**src/rtl/serial_adder_if.sv**
```systemverilog
// Operand/result/handshake bundle for the bit-serial adder/subtractor.
interface serial_adder_if #(
    parameter int unsigned WIDTH = 8
);
    logic             start;
    logic             sub;
    logic [WIDTH-1:0] a;
    logic [WIDTH-1:0] b;
    logic             cin;
    logic [WIDTH-1:0] sum;
    logic             carry;
    logic             overflow;
    logic             busy;
    logic             done;

    modport master (
        output start, sub, a, b, cin,
        input  sum, carry, overflow, busy, done
    );

    modport slave (
        input  start, sub, a, b, cin,
        output sum, carry, overflow, busy, done
    );
endinterface

```
**src/rtl/serial_adder.sv**
```systemverilog
// Bit-serial adder/subtractor: one full-adder cell plus a carry flop, LSB first,
// WIDTH cycles per operation, framed by a start/busy/done handshake.
module serial_adder #(
    parameter int unsigned WIDTH = 8
) (
    input logic           clk,
    input logic           rst,
    serial_adder_if.slave bus
);
    localparam int unsigned CW = (WIDTH > 1) ? $clog2(WIDTH) : 1;

    typedef enum logic {IDLE, RUN} state_t;

    state_t           state_q, state_d;
    logic [WIDTH-1:0] a_q, a_d;
    logic [WIDTH-1:0] b_q, b_d;
    logic [WIDTH-1:0] r_q, r_d;
    logic             c_q, c_d;
    logic [CW-1:0]    cnt_q, cnt_d;
    logic [WIDTH-1:0] sum_q, sum_d;
    logic             carry_q, carry_d;
    logic             ovf_q, ovf_d;
    logic             busy_q, busy_d;
    logic             done_q, done_d;

    logic             s_bit;
    logic             c_out;
    logic [WIDTH-1:0] r_next;

    always_comb begin
        s_bit  = a_q[0] ^ b_q[0] ^ c_q;
        c_out  = (a_q[0] & b_q[0]) | (a_q[0] & c_q) | (b_q[0] & c_q);
        r_next = {s_bit, r_q[WIDTH-1:1]};

        state_d = state_q;
        a_d     = a_q;
        b_d     = b_q;
        r_d     = r_q;
        c_d     = c_q;
        cnt_d   = cnt_q;
        sum_d   = sum_q;
        carry_d = carry_q;
        ovf_d   = ovf_q;
        busy_d  = busy_q;
        done_d  = 1'b0;

        case (state_q)
            IDLE: begin
                if (bus.start) begin
                    // Subtract as a + ~b + 1: invert B and seed the carry with cin ^ sub.
                    a_d     = bus.a;
                    b_d     = bus.sub ? ~bus.b : bus.b;
                    c_d     = bus.cin ^ bus.sub;
                    cnt_d   = '0;
                    busy_d  = 1'b1;
                    state_d = RUN;
                end
            end
            RUN: begin
                c_d   = c_out;
                r_d   = r_next;
                a_d   = a_q >> 1;
                b_d   = b_q >> 1;
                cnt_d = cnt_q + CW'(1);
                if (cnt_q == CW'(WIDTH - 1)) begin
                    // c_q is still the carry into the MSB on this last bit.
                    sum_d   = r_next;
                    carry_d = c_out;
                    ovf_d   = c_q ^ c_out;
                    cnt_d   = '0;
                    busy_d  = 1'b0;
                    done_d  = 1'b1;
                    state_d = IDLE;
                end
            end
            default: state_d = IDLE;
        endcase
    end

    always_ff @(posedge clk) begin
        if (rst) begin
            state_q <= IDLE;
            a_q     <= '0;
            b_q     <= '0;
            r_q     <= '0;
            c_q     <= 1'b0;
            cnt_q   <= '0;
            sum_q   <= '0;
            carry_q <= 1'b0;
            ovf_q   <= 1'b0;
            busy_q  <= 1'b0;
            done_q  <= 1'b0;
        end else begin
            state_q <= state_d;
            a_q     <= a_d;
            b_q     <= b_d;
            r_q     <= r_d;
            c_q     <= c_d;
            cnt_q   <= cnt_d;
            sum_q   <= sum_d;
            carry_q <= carry_d;
            ovf_q   <= ovf_d;
            busy_q  <= busy_d;
            done_q  <= done_d;
        end
    end

    assign bus.sum      = sum_q;
    assign bus.carry    = carry_q;
    assign bus.overflow = ovf_q;
    assign bus.busy     = busy_q;
    assign bus.done     = done_q;
endmodule

```
**src/flat_wrapper.sv**
```systemverilog
// flat-port wrapper written by rule: the top's interface ports become plain ports
module serial_adder_flat 
#(
    parameter int unsigned WIDTH = 8
)
  (clk, rst, bus_start, bus_sub, bus_a, bus_b, bus_cin, bus_sum, bus_carry, bus_overflow, bus_busy, bus_done);
  serial_adder_if #(.WIDTH(WIDTH)) bus_i ();
  input logic clk;
  input logic rst;
  input wire logic [$bits(bus_i.start)-1:0] bus_start;
  input wire logic [$bits(bus_i.sub)-1:0] bus_sub;
  input wire logic [$bits(bus_i.a)-1:0] bus_a;
  input wire logic [$bits(bus_i.b)-1:0] bus_b;
  input wire logic [$bits(bus_i.cin)-1:0] bus_cin;
  output wire logic [$bits(bus_i.sum)-1:0] bus_sum;
  output wire logic [$bits(bus_i.carry)-1:0] bus_carry;
  output wire logic [$bits(bus_i.overflow)-1:0] bus_overflow;
  output wire logic [$bits(bus_i.busy)-1:0] bus_busy;
  output wire logic [$bits(bus_i.done)-1:0] bus_done;
  assign bus_i.start = bus_start;
  assign bus_i.sub = bus_sub;
  assign bus_i.a = bus_a;
  assign bus_i.b = bus_b;
  assign bus_i.cin = bus_cin;
  assign bus_sum = bus_i.sum;
  assign bus_carry = bus_i.carry;
  assign bus_overflow = bus_i.overflow;
  assign bus_busy = bus_i.busy;
  assign bus_done = bus_i.done;
  serial_adder #(.WIDTH(WIDTH)) u_core (.clk(clk), .rst(rst), .bus(bus_i));
endmodule
```
**config.mk**
```make
export PLATFORM = sky130hd
export DESIGN_NAME = serial_adder_flat
export DESIGN_NICKNAME = d
export VERILOG_FILES = /design/src/rtl/serial_adder_if.sv /design/src/rtl/serial_adder.sv /design/src/flat_wrapper.sv
export SDC_FILE = /design/constraint.sdc
export NUM_CORES = 1
export LEC_CHECK = 0
export BUFFER_PORTS_ARGS = -buffer_cell sky130_fd_sc_hd__buf_2
export CAP_MARGIN = 0
export CORE_AREA = 5 5 68 70
export CTS_CLUSTER_SIZE = 24
export DETAILED_ROUTE_END_ITERATION = 10
export DIE_AREA = 0 0 73 75
export PLACE_DENSITY_LB_ADDON = 0.12
export REMOVE_ABC_BUFFERS = 1
export SLEW_MARGIN = 20
export SYNTH_ARGS = -nofsm -noshare
export SYNTH_HDL_FRONTEND = slang
export SYNTH_SLANG_ARGS = --single-unit
```
**constraint.sdc**
```tcl
create_clock -name clk -period 2.05 [get_ports clk]
set_clock_uncertainty 0.15 [all_clocks]
set_input_delay 0.1025 -clock clk [delete_from_list [all_inputs] [get_ports clk]]
set_output_delay 0.1025 -clock clk [all_outputs]
set_load 0.01 [all_outputs]
```
After elaboration in Yosys (flattened, before gate mapping). Index checks and enable logic that the tools add are counted.

Register bits after elaboration: 41. Bits of input ports: 21. Output and inout bits: 12. Word-level logic and storage cells: 46.

$add $sub $neg: 1. Equality and inequality tests: 3. Multiplexer cells: 17. Bitwise logic cells: 11. Reduce and logical (&&, ||, !) cells: 3.

Operators with widths (number): case mux 8 bit (2 select lines) (2); 2-to-1 mux 8 bit (3); inverter 8 bit (1); 2-to-1 mux 1 bit (6); 2-to-1 mux 3 bit (2); case mux 1 bit (2 select lines) (3); case mux 3 bit (2 select lines) (1); inequality test 2 bit (second input constant) (2); AND reduction 2 bit (2); XOR 1 bit (4); adder 3 x 1 -> 3 bit (second input constant) (1); AND 1 bit (3); == test 3 bit (second input constant) (1); bitwise OR 1 bit (2); OR reduction 2 bit (1); inverter 1 bit (1).

Longest topological paths before layout.
Depth in word-level cells: 4. Gate-level depth with buffers: 5. Gate-level depth less buffers: 4.

Least setup slack after synthesis. OpenSTA, ideal clock, no wires.

Path kind: reg-to-reg. Start point: register u_core.cnt_q[0]. End point: register u_core.ovf_q (netlist: u_core.bus.overflow). Setup time: 91 ps. Data arrival time: 1228 ps. Required time: 1809 ps. Slack: 581 ps. Cell stages (with the launch flop): 6. Period minus slack after synthesis: 1469 ps. Path through: dfxtp_1 > ha_1 > ha_1 > clkbuf_1 > a21oi_1 > a311oi_1.

Longest elaborated chain between the ends: 2.

RTL lines: start, declared (RTL line serial_adder.sv:19) `logic [CW-1:0] cnt_q, cnt_d;`; start signal, assigned (RTL line serial_adder.sv:99) `cnt_q <= cnt_d;`; == test 3 bit (RTL line serial_adder.sv:65) `if (cnt_q == CW'(WIDTH - 1)) begin`; AND reduction 2 bit (no source line); end signal, assigned (RTL line serial_adder.sv:102) `ovf_q <= ovf_d;`; end, declared (RTL line serial_adder.sv:22) `logic ovf_q, ovf_d;`.

Every way passes these cells. A chain may end at the register's enable or synchronous reset.

Final worst setup path.
Start point: register u_core.cnt_q[0]. End point: register u_core.carry_q (netlist: u_core.bus.carry).

Longest elaborated chain between the ends: 2.

RTL lines: == test 3 bit (RTL line serial_adder.sv:65); AND reduction 2 bit (no source line); end signal, assigned (RTL line serial_adder.sv:101) `carry_q <= carry_d;`; end, declared (RTL line serial_adder.sv:21) `logic carry_q, carry_d;`.

Every way passes these cells.

==> metrics.md <==
| Metric | Value |
|---|---|
| Result of the run | complete, no violations |
| DR vias | 1412 |
| IR drop worst, VDD | 312 uV |
| Net Switching | 0.367 mW |
| Io pins | 33 |
| Sw frac | 0.244 |
| Setup crit end kind | register |
| Clock share of power | 0.318 |
| Max_slew headroom | 0.695 |
| Area Overhead vs Synth | 14.6% |
| P per Cell Area | 686 nW/um^2 |
| Routed length per placed instance | 13.3 um |
| GP Congestion | 0.746 |
| Die Ht | 75 um |
| Measured slew at the worst slew-check pin | 0.457 ns |
| Fillers | 362 |
| DPL Wire Length | 2.39 mm |
| Initial Utilization | 0.488 |
| Endpoints failing hold | 0 |
| Via/cell ratio | 5.35 |
| Diodes inserted | 0 |
| Worst min path class | input pin to register |
| Pin count of the biggest net entering global routing | 42 |
| Ys flop type | dfxtp_1 |
| Placement-stage cell area | 2040 sq um |
| Dpl ws | 0.552 ns |
| Final Util | 0.560 |
| Ys Warns | 0 |
| Layout cells sized above 1 | 0.290 |
| Post-Syn Area | 1910 sq um |
| Initial antenna violation count | 0 |
| Startpoint Class | register |
| Post-route minimum period | 1.50 ns |
| Crit path DAT | 1.57 ns |
| Die area | 5480 sq um |
| Setup TNS | 0 ns |
| Logic gate share of total power | 0.124 |
| Top cell type by total area after synthesis | dfxtp_1 |
| Leakage power | 0.873 nW |
| Pre-antenna DRT Iters | 4 |
| Die X-Extent | 73 um |
| Number of synthesized flops with an enable pin | 0 |
| GR Util All Layers | 0.140 |
| H-tree lvl count | 2 |
| Final setup margin | 0.546 ns |
| Global-route wire length before repair | 6.04 mm |
| Vias in the first global route | 1365 |
| Inserted Clock Buffers | 5 |
| CP Data Required Time | 2.11 ns |
| Clk sinks | 40 |
| Nets | 239 |
| Clock Latency Late Sink | 0.28 ns |
| F_max | 0.665 GHz |
| Design area | 2190 sq um |
| R2R Setup Slk | 0.55 ns |
| Setup violations, final | 0 |
| Port-buffer cells | 32 |
| FF+latch count, synth | 40 |
| Netlist cell types | 26 |
| Grt total ovfl | 0 |
| Core Rows | 23 |
| Count of final max-slew check failures | 0 |
| Clock Pin Slew Worst Setup and Hold Paths | 0.07 ns |
| RSZ-0062 raised after global routing | no |
| Root Buffer | clkbuf_8 |
| Final wirelength | 3.51 mm |
| Sequential share of power | 0.558 |
| Area contributors post-synth | dfxtp_1 (42%), mux2i_1 (7.9%), o221ai_2 (6.3%) |
| Synth Instances | 182 |
| Fraction of the cycle the final worst path needs | 0.734 |
| Core Box Area | 3910 sq um |
| Initial drt markers | 72 |
| Commonest non-fill, non-tap cell in the layout | dfxtp_1 |
| Post-route ant nets | 0 |
| Cell internal pwr | 1.14 mW |
| DRC | 0 |
| Most frequent cells in the layout | dfxtp_1 (39), buf_2 (32), mux2i_1 (15) |
| Max Buffers Root-to-Sink | 2 |
| # Max-Cap Violations | 0 |
| Register area share after synthesis | 0.419 |
| Crit-path max FO | 21 |
| Share of the synthesized area in the top cell type | 0.419 |
| Mapped Avg Cell Area | 10.5 sq um |
| Crit Path Class | register to register |
| CTS tree | done |
| Ys async rst share | 0 |
## cells in the mapped netlist (3+ instances only)
cell and instances:
buf_2 5, mux2i_1 15, nor2b_1 7, xnor2_1 10, buf_4 4, clkbuf_1 3, or3b_1 5, ha_1 3
dfxtp_1 40, a211oi_1 8, a21bo_2 10, nor2_1 10, nand2_1 11, o221ai_2 8, a21oi_1 14, or4b_1 8
nand3_1 9, buf_6 4
## per-layer routing
metal  part of all wire  wire [um]  global-route usage
met5                  0          0                   0
met4              0.016         55              0.0533
met3              0.052        184              0.0441
met2               0.47       1650               0.229
met1               0.46       1620               0.173
## critical path, cell delays in order, from the launching register on
cell and delay [ns]:
dfxtp_1 0.33, ha_1 0.22, ha_1 0.18, buf_4 0.20
a21bo_2 0.23, a21oi_1 0.14
## kinds of logic after synthesis
logic type / after synthesis / share of synthesized area
xor+xnor: 10 / 0.0458
mux: 15 / 0.0785
simple gates: 52 / 0.158
buf+inv: 19 / 0.0726
flops: 40 / 0.419
compound gates: 42 / 0.196
fa+ha+maj: 4 / 0.0301
## per-stage QoR
| stage | instances | hold slack (ns) | total power [mW] |
|---|---|---|---|
| finish | 264 | 0.00433 | 1.50 |
| global route | 264 | 0.0193 | 1.58 |
| CTS | 264 | 0.000217 | 1.53 |
| detailed placement | 250 | 0.271 | 1.03 |
| global placement | 250 | 0.248 | 1.03 |
| floorplan | 164 | 0.0216 | 0.956 |
## state kept, by name, summed over array words and instances (netlist names)
register,cells
u_core.bus.sum,8
u_core.a_q,8
u_core.c_q,1
u_core.bus.overflow,1
u_core.bus.done,1
u_core.cnt_q,3
u_core.b_q,8
u_core.r_q,7
u_core.bus.busy,1
u_core.state_q,1
u_core.bus.carry,1
## worst paths after layout
path                                              startpoint                              to  cells past startpoint
worst max-delay path            u_core.cnt_q[0]$_SDFFE_PP0P_   u_core.bus.carry$_SDFFE_PP0P_                      5
worst max register to register  u_core.cnt_q[0]$_SDFFE_PP0P_   u_core.bus.carry$_SDFFE_PP0P_                      5
worst min register to register    u_core.r_q[1]$_SDFFE_PP0P_  u_core.bus.sum[0]$_SDFFE_PP0P_                      2
worst min-delay path                                bus_b[6]      u_core.b_q[6]$_SDFFE_PP0P_                      3
## power by group through the flow
stage | Sequential, mW | Clock [mW] | Combinational [mW]
2_1_floorplan | 0.860 | 0 | 0.0962
3_3_place_gp | 0.855 | 0 | 0.173
3_5_place_dp | 0.857 | 0 | 0.178
4_1_cts | 0.839 | 0.498 | 0.189
5_1_grt | 0.845 | 0.533 | 0.207
6_report | 0.839 | 0.478 | 0.186
## what timing repair did
item,in CTS,in global routing
hold endpoints to repair,7,0
hold buffers,7,0
buffers inserted,0,0
gates resized for setup,0,0
## layout make-up
type                            instances  area, sq um  area share
Sequential cell                        40          802       0.366
Clock buffer                            6         72.6      0.0331
Clock inverter                          1         5.00     0.00228
Inverter                                1         3.75     0.00171
Multi-Input combinational cell        123          972       0.444
Tap cell                               50         62.6      0.0286
Timing Repair Buffer                   43          273       0.125
(Power assumes the default switching activity.)
